File: config.mk
export PLATFORM = sky130hd
export DESIGN_NAME = alu_ctrl_muldiv
export DESIGN_NICKNAME = d
export VERILOG_FILES = /design/src/rtl/alu_ctrl_muldiv.sv
export SDC_FILE = /design/constraint.sdc
export NUM_CORES = 1
export LEC_CHECK = 0
export ABC_CLOCK_PERIOD_IN_PS = 6580
export BUFFER_PORTS_ARGS = -buffer_cell sky130_fd_sc_hd__buf_2
export CAP_MARGIN = 30
export CELL_PAD_IN_SITES_DETAIL_PLACEMENT = 1
export CELL_PAD_IN_SITES_GLOBAL_PLACEMENT = 2
export CORE_MARGIN = 1
export CORE_UTILIZATION = 32
export CTS_CLUSTER_DIAMETER = 30
export DETAILED_ROUTE_END_ITERATION = 12
export PLACE_DENSITY = 0.75
export RECOVER_POWER = 25
export REMOVE_ABC_BUFFERS = 1
export SLEW_MARGIN = 20
export SYNTH_ARGS = -nofsm -noshare
export SYNTH_HDL_FRONTEND = slang
export SYNTH_SLANG_ARGS = --single-unit
File: constraint.sdc
create_clock -name clk_i -period 6.58 [get_ports clk_i]
set_clock_uncertainty 0.2 [all_clocks]
set_input_delay 0.658 -clock clk_i [delete_from_list [all_inputs] [get_ports clk_i]]
set_output_delay 0.658 -clock clk_i [all_outputs]
set_load 0.1 [all_outputs]
File: src/rtl/alu_ctrl_muldiv.sv
// ALU control decoder for the MIPS datapath with an iterative radix-2 multiply/divide
// sequencer (shift-add multiply, restoring divide) that owns the HI/LO registers.
module alu_ctrl_muldiv #(
  parameter int WIDTH   = 32,
  parameter int OP_W    = 3,
  parameter int FUNCT_W = 6,
  parameter int CTRL_W  = 4
) (
  input  logic               clk_i,
  input  logic               rst_i,
  input  logic               valid_i,
  input  logic [OP_W-1:0]    ALUOp_i,
  input  logic [FUNCT_W-1:0] funct_i,
  input  logic [WIDTH-1:0]   src1_i,
  input  logic [WIDTH-1:0]   src2_i,
  output logic [CTRL_W-1:0]  ALUCtrl_o,
  output logic [1:0]         hilo_sel_o,
  output logic               stall_o,
  output logic               done_o,
  output logic [WIDTH-1:0]   hi_o,
  output logic [WIDTH-1:0]   lo_o
);

  localparam int CNT_W = $clog2(WIDTH);
  localparam logic [CNT_W-1:0] CNT_LAST = CNT_W'(WIDTH - 1);

  localparam logic [OP_W-1:0] OP_ADD   = OP_W'(0);
  localparam logic [OP_W-1:0] OP_SUB   = OP_W'(1);
  localparam logic [OP_W-1:0] OP_RTYPE = OP_W'(2);
  localparam logic [OP_W-1:0] OP_SLT   = OP_W'(3);
  localparam logic [OP_W-1:0] OP_OR    = OP_W'(4);

  localparam logic [FUNCT_W-1:0] F_MFHI  = FUNCT_W'('h10);
  localparam logic [FUNCT_W-1:0] F_MFLO  = FUNCT_W'('h12);
  localparam logic [FUNCT_W-1:0] F_MULT  = FUNCT_W'('h18);
  localparam logic [FUNCT_W-1:0] F_MULTU = FUNCT_W'('h19);
  localparam logic [FUNCT_W-1:0] F_DIV   = FUNCT_W'('h1A);
  localparam logic [FUNCT_W-1:0] F_DIVU  = FUNCT_W'('h1B);
  localparam logic [FUNCT_W-1:0] F_ADD   = FUNCT_W'('h20);
  localparam logic [FUNCT_W-1:0] F_ADDU  = FUNCT_W'('h21);
  localparam logic [FUNCT_W-1:0] F_SUB   = FUNCT_W'('h22);
  localparam logic [FUNCT_W-1:0] F_SUBU  = FUNCT_W'('h23);
  localparam logic [FUNCT_W-1:0] F_AND   = FUNCT_W'('h24);
  localparam logic [FUNCT_W-1:0] F_OR    = FUNCT_W'('h25);
  localparam logic [FUNCT_W-1:0] F_NOR   = FUNCT_W'('h27);
  localparam logic [FUNCT_W-1:0] F_SLT   = FUNCT_W'('h2A);

  localparam logic [CTRL_W-1:0] C_AND = CTRL_W'(4'b0000);
  localparam logic [CTRL_W-1:0] C_OR  = CTRL_W'(4'b0001);
  localparam logic [CTRL_W-1:0] C_ADD = CTRL_W'(4'b0010);
  localparam logic [CTRL_W-1:0] C_SUB = CTRL_W'(4'b0110);
  localparam logic [CTRL_W-1:0] C_SLT = CTRL_W'(4'b0111);
  localparam logic [CTRL_W-1:0] C_NOR = CTRL_W'(4'b1100);

  typedef enum logic [1:0] {IDLE, BUSY, DONE} state_t;

  state_t            state, state_nxt;
  logic [CNT_W-1:0]  cnt;
  logic [WIDTH-1:0]  acc_hi, acc_lo;
  logic [WIDTH-1:0]  mag_a, mag_b;
  logic              neg_a, neg_b, is_mul;

  logic              is_rtype, is_muldiv, start, can_start;
  logic              start_signed, start_mul, start_neg_a, start_neg_b;
  logic [WIDTH-1:0]  start_mag_a, start_mag_b;

  logic [WIDTH:0]    mul_sum;
  logic [WIDTH:0]    div_shift;
  logic [WIDTH+1:0]  div_diff;
  logic [WIDTH-1:0]  step_hi, step_lo;
  logic [2*WIDTH-1:0] prod;
  logic [WIDTH-1:0]  res_hi, res_lo;

  // Decode
  always_comb begin
    ALUCtrl_o  = C_ADD;
    hilo_sel_o = 2'b00;
    case (ALUOp_i)
      OP_ADD: ALUCtrl_o = C_ADD;
      OP_SUB: ALUCtrl_o = C_SUB;
      OP_SLT: ALUCtrl_o = C_SLT;
      OP_OR:  ALUCtrl_o = C_OR;
      OP_RTYPE: begin
        case (funct_i)
          F_ADD, F_ADDU: ALUCtrl_o = C_ADD;
          F_SUB, F_SUBU: ALUCtrl_o = C_SUB;
          F_AND:         ALUCtrl_o = C_AND;
          F_OR:          ALUCtrl_o = C_OR;
          F_NOR:         ALUCtrl_o = C_NOR;
          F_SLT:         ALUCtrl_o = C_SLT;
          default:       ALUCtrl_o = C_ADD;
        endcase
        if (funct_i == F_MFHI) hilo_sel_o = 2'b01;
        if (funct_i == F_MFLO) hilo_sel_o = 2'b10;
      end
      default: ALUCtrl_o = C_ADD;
    endcase
  end

  // Start qualification and operand preparation
  always_comb begin
    is_rtype     = (ALUOp_i == OP_RTYPE);
    is_muldiv    = (funct_i == F_MULT) || (funct_i == F_MULTU) ||
                   (funct_i == F_DIV)  || (funct_i == F_DIVU);
    start        = valid_i && is_rtype && is_muldiv;
    can_start    = start && (state != BUSY);
    start_signed = (funct_i == F_MULT) || (funct_i == F_DIV);
    start_mul    = (funct_i == F_MULT) || (funct_i == F_MULTU);
    start_neg_a  = start_signed && src1_i[WIDTH-1];
    start_neg_b  = start_signed && src2_i[WIDTH-1];
    // An unsigned WIDTH-bit magnitude still represents 2^(WIDTH-1) exactly.
    start_mag_a  = start_neg_a ? -src1_i : src1_i;
    start_mag_b  = start_neg_b ? -src2_i : src2_i;
  end

  // One radix-2 step; acc_lo holds the multiplier or the dividend being shifted out.
  always_comb begin
    mul_sum   = {1'b0, acc_hi} + (acc_lo[0] ? {1'b0, mag_a} : '0);
    div_shift = {acc_hi, acc_lo[WIDTH-1]};
    div_diff  = {1'b0, div_shift} - {2'b00, mag_b};
    if (is_mul) begin
      step_hi = mul_sum[WIDTH:1];
      step_lo = {mul_sum[0], acc_lo[WIDTH-1:1]};
    end else if (div_diff[WIDTH+1]) begin
      step_hi = div_shift[WIDTH-1:0];
      step_lo = {acc_lo[WIDTH-2:0], 1'b0};
    end else begin
      step_hi = div_diff[WIDTH-1:0];
      step_lo = {acc_lo[WIDTH-2:0], 1'b1};
    end
  end

  // Sign restoration applied to the final step's result
  always_comb begin
    prod   = {step_hi, step_lo};
    res_hi = step_hi;
    res_lo = step_lo;
    if (is_mul) begin
      if (neg_a ^ neg_b) prod = -prod;
      res_hi = prod[2*WIDTH-1:WIDTH];
      res_lo = prod[WIDTH-1:0];
    end else if (mag_b == '0) begin
      res_lo = '1;
      res_hi = neg_a ? -mag_a : mag_a;
    end else begin
      res_lo = (neg_a ^ neg_b) ? -step_lo : step_lo;
      res_hi = neg_a ? -step_hi : step_hi;
    end
  end

  always_comb begin
    state_nxt = state;
    case (state)
      IDLE, DONE: state_nxt = can_start ? BUSY : IDLE;
      BUSY:       if (cnt == CNT_LAST) state_nxt = DONE;
      default:    state_nxt = IDLE;
    endcase
    stall_o = start || (state == BUSY);
    done_o  = (state == DONE);
  end

  always_ff @(posedge clk_i) begin
    if (rst_i) begin
      state  <= IDLE;
      cnt    <= '0;
      acc_hi <= '0;
      acc_lo <= '0;
      mag_a  <= '0;
      mag_b  <= '0;
      neg_a  <= 1'b0;
      neg_b  <= 1'b0;
      is_mul <= 1'b0;
      hi_o   <= '0;
      lo_o   <= '0;
    end else begin
      state <= state_nxt;
      if (state == BUSY) begin
        acc_hi <= step_hi;
        acc_lo <= step_lo;
        cnt    <= cnt + CNT_W'(1);
        if (cnt == CNT_LAST) begin
          hi_o <= res_hi;
          lo_o <= res_lo;
        end
      end else if (can_start) begin
        mag_a  <= start_mag_a;
        mag_b  <= start_mag_b;
        neg_a  <= start_neg_a;
        neg_b  <= start_neg_b;
        is_mul <= start_mul;
        acc_hi <= '0;
        acc_lo <= start_mul ? start_mag_b : start_mag_a;
        cnt    <= '0;
      end
    end
  end

endmodule
==> results.py, run 1 <==
metrics = {
    "outcome": {
        "status": "finished with violations",
        "violations": "capacitance limit, slew limit",
    },
    "worst_setup_path": {
        "cpPeakStageDelay_ns": 0.57,
        "end_kind": "flop",
        "worstPathArrival_ns": 6.13,
        "crit_chain": "ha_1 -> a21oi_1 -> o21ai_1 -> a211o_1 -> and3b_1 -> nor4_2 -> buf_4 -> a21oi_1 -> inv_1 -> ha_1 -> or3b_2 -> or4_1 -> nor3_1 -> and2_1 -> nor2b_1 -> buf_4 -> buf_4 -> a41oi_1 -> xnor2_1 -> a221oi_1",
        "crit_slowest_cell": "or4_1",
        "cpMostUsedCell": "buf_4",
        "critPathMaxFanout": 9,
        "crit_path_start": "acc_hi[19]",
        "crit_required_ns": 6.87,
        "setup.worst_path.class": "reg -> reg",
        "cp-start-kind": "flop",
        "rr_startpoint": "acc_hi[19]",
    },
    "detailed_routing": {
        "dr.pass1.iters": 6,
        "wl_per_cell_um": 26.1,
        "drt_iter0_markers": 1644,
        "viasPerCell": 6.06,
        "vias": 20900,
        "ant_nets": 0,
        "drc": 0,
        "wl_mm": 90.0,
    },
    "place": {
        "dp_cells": 3339,
        "postPlaceCellArea_mm2": 0.0201,
        "hpwlAfterDp_mm": 69.6,
        "port_buffers": 147,
        "gp_congestion": 0.961,
    },
    "clocking": {
        "cts.path.max_buffers": 3,
        "root_buffer": "clkbuf_16",
        "post-cts-setup-buffer-count": 0,
        "htreeDepth": 2,
        "clock_sinks": 202,
        "ctsHoldBuffers": 0,
        "cts.repair.resized": 0,
        "cts_inserted_buffers": 61,
        "cts_tree": "yes",
        "clk_latency_ns": 0.61,
        "path_clk_slew_ns": 0.04,
    },
    "sta": {
        "tightest_slew_ns": 2.51,
        "period_share_pct": 88.8,
        "max_freq_ghz": 0.171,
        "finalSetupViolations": 0,
        "slew_headroom_pct": -67.2,
        "drv_slew": 52,
        "hold_viol_final": 0,
        "period_needed_ns": 5.85,
        "rsz0062_at_grt": "false",
        "final.setup.tns_ns": 0,
    },
    "die": {
        "fp-row-count": 87,
        "die_width_um": 242,
        "ios": 148,
        "start_util_pct": 32.6,
        "core_mm2": 0.0567,
        "die_h_um": 242,
        "die_area_mm2": 0.0587,
    },
    "yosys": {
        "synth_area_leaders": "dfxtp_1, nor2_1, a211oi_1",
        "synth_top_area_cell": "dfxtp_1",
        "synth_top_area_share_pct": 21.9,
        "synth_edf_count": 0,
        "synth_most_common_cell": "nor2_1",
        "synth_top_flop_cell": "dfxtp_1",
        "seq_area_frac_synth_pct": 21.9,
        "syn_inst": 2543,
        "synth_area_per_cell_um2": 7.27,
        "async_reset_ff_share_pct": 0,
        "syn_area_mm2": 0.0185,
        "synth_seq_cells": 202,
        "ys_types": 101,
        "synthTopCellsByCount": "nor2_1, nand2_1, dfxtp_1",
        "ys_warn_count": 0,
    },
    "global_route": {
        "antenna_found_initial": 2,
        "grt_overflow": 0,
        "grt_max_degree": 87,
        "grt_pass1_vias": 21700,
        "grtUsageTotal_pct": 30.0,
        "grt_first_pass_wirelength_mm": 136,
    },
    "power_and_ir_drop": {
        "power_density_mw_per_mm2": 226,
        "finalPower_uw": 5000,
        "p_leak_uw": 0.00814,
        "ir_drop_v": 0.000187,
    },
    "cells_and_area": {
        "stdcell_area_mm2": 0.0221,
        "drive_gt1_share_pct": 12.5,
        "syn2layout_area_growth_pct": 19.6,
        "antenna_cells": 0,
        "fin_nets": 2795,
        "fin_cells": 3451,
        "fin_util_pct": 39.0,
    },
    "run": {
        "max-cap-violations": 2,
    },
    "min_path": {
        "min_path_type": "in -> reg",
        "worstHoldStart": "src1_i[0]",
    },
}
[final cells by class]
class,count,area (um^2)
clock buffer,80,1750
clock inverter,32,340
fill,7019,34600
inverter,72,270
multi-input combinational,2094,13500
sequential,202,4050
tap,756,946
timing repair buffer,215,1200
[path summary, 6_finish.rpt]
check / endpoint / slack [ns] / depth (start not counted)
worst max-delay path: hi_o[28] / 0.73 / 20
worst min-delay path: mag_a[0] / 0.18 / 3
worst max register to register: hi_o[28] / 0.73 / 20
worst min register to register: hi_o[2] / 0.25 / 2
[sequential cells by signal (all words and copies together) (netlist names), 2 cells and up]
register	flops
acc_hi	32
acc_lo	32
cnt	5
hi_o	32
lo_o	32
mag_a	32
mag_b	32
state	2
[report_power, final]
group	switching [uW]	internal, uW	leakage (uW)
registers	6.01	1230	0.00163
clock network	910	2070	0.00104
logic	539	235	0.00548
total	1460	3540	0.00814
[critical path, delay by kind of cell, from the launching register on]
family	cells	cell delay [ns]
fa+ha+maj	2	0.58
compound gates	6	1.33
xor+xnor	1	0.19
buf+inv	4	0.86
simple gates	7	2.05
flops	1	0.51
[cells by family (layout without fill, tap and decap cells)]
logic type / count (synthesis) / after routing / share of synthesized area [%]
and+or+nand+nor: 962 / 962 / 25.4
muxes: 66 / 66 / 3.76
buffers and inverters: 247 / 399 / 5.22
xor gates and xnor gates: 164 / 164 / 7.77
DFF: 202 / 202 / 21.9
adders and majority gates: 73 / 73 / 5.02
AOI/OAI and AO/OA: 829 / 829 / 30.9
[placed cells by master (no fill, tap or decap), drive strengths merged, types with 71 or more instances in the layout]
cell type    n
nand2      210
ha          71
clkbuf     147
xnor2      100
a211oi     149
a21oi      200
buf        148
o21ai      121
inv         76
nor2       331
dfxtp      202
nor3        91
[through the flow]
step | hold slack, ns | setup WS [ns]
after floorplan | 0.246 | -1.30
after global placement | 0.239 | 0.823
after global routing | 0.183 | 0.340
after detailed placement | 0.247 | 0.806
after CTS | 0.142 | 0.751
final | 0.176 | 0.735
[layer usage]
layer  vias up  part of all wire, %  routed length (um)  track usage, %
met5         -                    0                   0               0
met3       156                  6.3                5640            4.46
li1       9726                    -                   -               -
met2       748                   46               41400            49.1
met4         0                  3.2                2860            10.4
met1     10300                   45               40100            39.9
Power figures use the tool's default switching activity.
==> inputs of run 2 (changes only) <==
PLACE_DENSITY = 0.88   (was 0.75)
==> results.py, run 2 (synthesis gave the netlist of run 1 again) <==
metrics = {
    "detailed_routing": {
        "dr.pass1.iters": 5,
        "viasPerCell": 6.21,
        "ant_nets": 0,
        "drt_iter0_markers": 2000,
        "vias": 21400,
        "wl_per_cell_um": 26.1,
        "drc": 0,
        "wl_mm": 89.9,
    },
    "clocking": {
        "root_buffer": "clkbuf_16",
        "path_clk_slew_ns": 0.05,
        "htreeDepth": 2,
        "clock_sinks": 202,
        "cts_inserted_buffers": 57,
        "clk_latency_ns": 0.61,
        "cts.repair.resized": 0,
        "cts.path.max_buffers": 3,
        "post-cts-setup-buffer-count": 0,
        "ctsHoldBuffers": 0,
        "cts_tree": "yes",
    },
    "worst_setup_path": {
        "crit_path_start": "mag_b[18]",
        "rr_startpoint": "mag_b[18]",
        "cp-start-kind": "flop",
        "setup.worst_path.class": "reg -> reg",
        "end_kind": "flop",
        "critPathMaxFanout": 15,
        "worstPathArrival_ns": 6.38,
        "crit_required_ns": 6.87,
    },
    "cells_and_area": {
        "n_fill_cell": 6954,
        "layout_common_cells": "nor2_1, nand2_1, dfxtp_1, a21oi_1, a211oi_1",
        "fin_nets": 2789,
        "drive_gt1_share_pct": 12.2,
        "syn2layout_area_growth_pct": 18.9,
        "fin_cells": 3444,
        "final_common_cell": "nor2_1",
        "stdcell_area_mm2": 0.0220,
    },
    "power_and_ir_drop": {
        "ir_drop_v": 0.000191,
        "p_leak_uw": 0.00805,
        "power_density_mw_per_mm2": 223,
    },
    "sta": {
        "drv_slew": 88,
        "slew_headroom_pct": -75.2,
        "tightest_slew_ns": 2.63,
        "period_needed_ns": 6.09,
        "hold_viol_final": 0,
        "holdWs_ns": 0.162,
        "period_share_pct": 92.6,
        "finalSetupViolations": 0,
        "rsz0062_at_grt": "false",
        "max_freq_ghz": 0.164,
        "final.setup.tns_ns": 0,
    },
    "global_route": {
        "grt_pass1_vias": 21400,
        "grt_overflow": 0,
        "grt_max_degree": 89,
        "grt_first_pass_wirelength_mm": 134,
        "antenna_found_initial": 2,
        "grtUsageTotal_pct": 29.7,
    },
    "place": {
        "hpwlAfterDp_mm": 68.6,
        "gp_congestion": 0.980,
        "postPlaceCellArea_mm2": 0.0201,
        "dp_cells": 3336,
        "port_buffers": 147,
    },
    "die": {
        "die_width_um": 242,
        "die_area_mm2": 0.0587,
        "core_mm2": 0.0567,
        "die_h_um": 242,
        "start_util_pct": 32.6,
        "fp-row-count": 87,
        "ios": 148,
    },
    "outcome": {
        "violations": "capacitance limit, slew limit",
        "status": "finished with violations",
    },
    "run": {
        "max-cap-violations": 2,
    },
    "min_path": {
        "worstHoldStart": "src1_i[0]",
        "min_path_type": "in -> reg",
    },
}
==> run 2: power breakdown <==
part	switching, uW	internal (uW)
sequential	5.89	1230
clock	932	1930
combinational	564	242
total	1500	3400
==> run 2: metrics by stage <==
step	setup slack, ns	power [uW]	util, %
2_1_floorplan	-1.30	1690	-
3_3_place_gp	0.587	2020	35.4
3_5_place_dp	0.587	2030	35.4
4_1_cts	0.508	4900	38.9
5_1_grt	0.169	5020	38.7
6_report	0.489	4900	38.7
==> run 2: per-layer routing <==
metal  global-route usage (%)  wire [um]  vias to the layer above
li1                         -          -                     9708
met1                     38.1      38000                    10500
met2                     49.1      41500                      967
met3                     4.34       6240                      210
met4                     13.1       4180                        0
met5                        0          0                        -
==> run 2: critical path: stages (launching register included) <==
cell      delay [ns]
dfxtp_1         0.34
inv_1           0.06
ha_1            0.35
a21oi_1         0.36
o21ai_1         0.20
a211o_1         0.38
and3b_1         0.23
nor4_2          0.48
a21oi_1         0.13
inv_1           0.13
ha_1            0.19
or3b_2          0.48
or4_1           0.58
nor3_1          0.30
and2_1          0.20
nor2b_1         0.22
buf_12          0.21
inv_1           0.10
buf_4           0.13
o31ai_1         0.30
xor2_1          0.11
a221oi_1        0.27
==> run 2: cell type report <==
class                      count  area (um^2)  share of cell area, %
multi-input combinational   2094        13500                   61.6
sequential                   202         4050                   18.4
clock buffer                  73         1580                   7.18
timing repair buffer         213         1180                   5.39
tap                          756          946                   4.30
clock inverter                33          400                   1.82
inverter                      72          270                   1.23
antenna                        1         2.50                 0.0114
==> run 2: final timing paths <==
check,end,slack [ns],cells after the start
setup reg to reg,hi_o[18],0.49,21
setup / recovery,hi_o[18],0.49,21
hold / removal,mag_a[0],0.16,3
hold reg to reg,hi_o[1],0.25,2
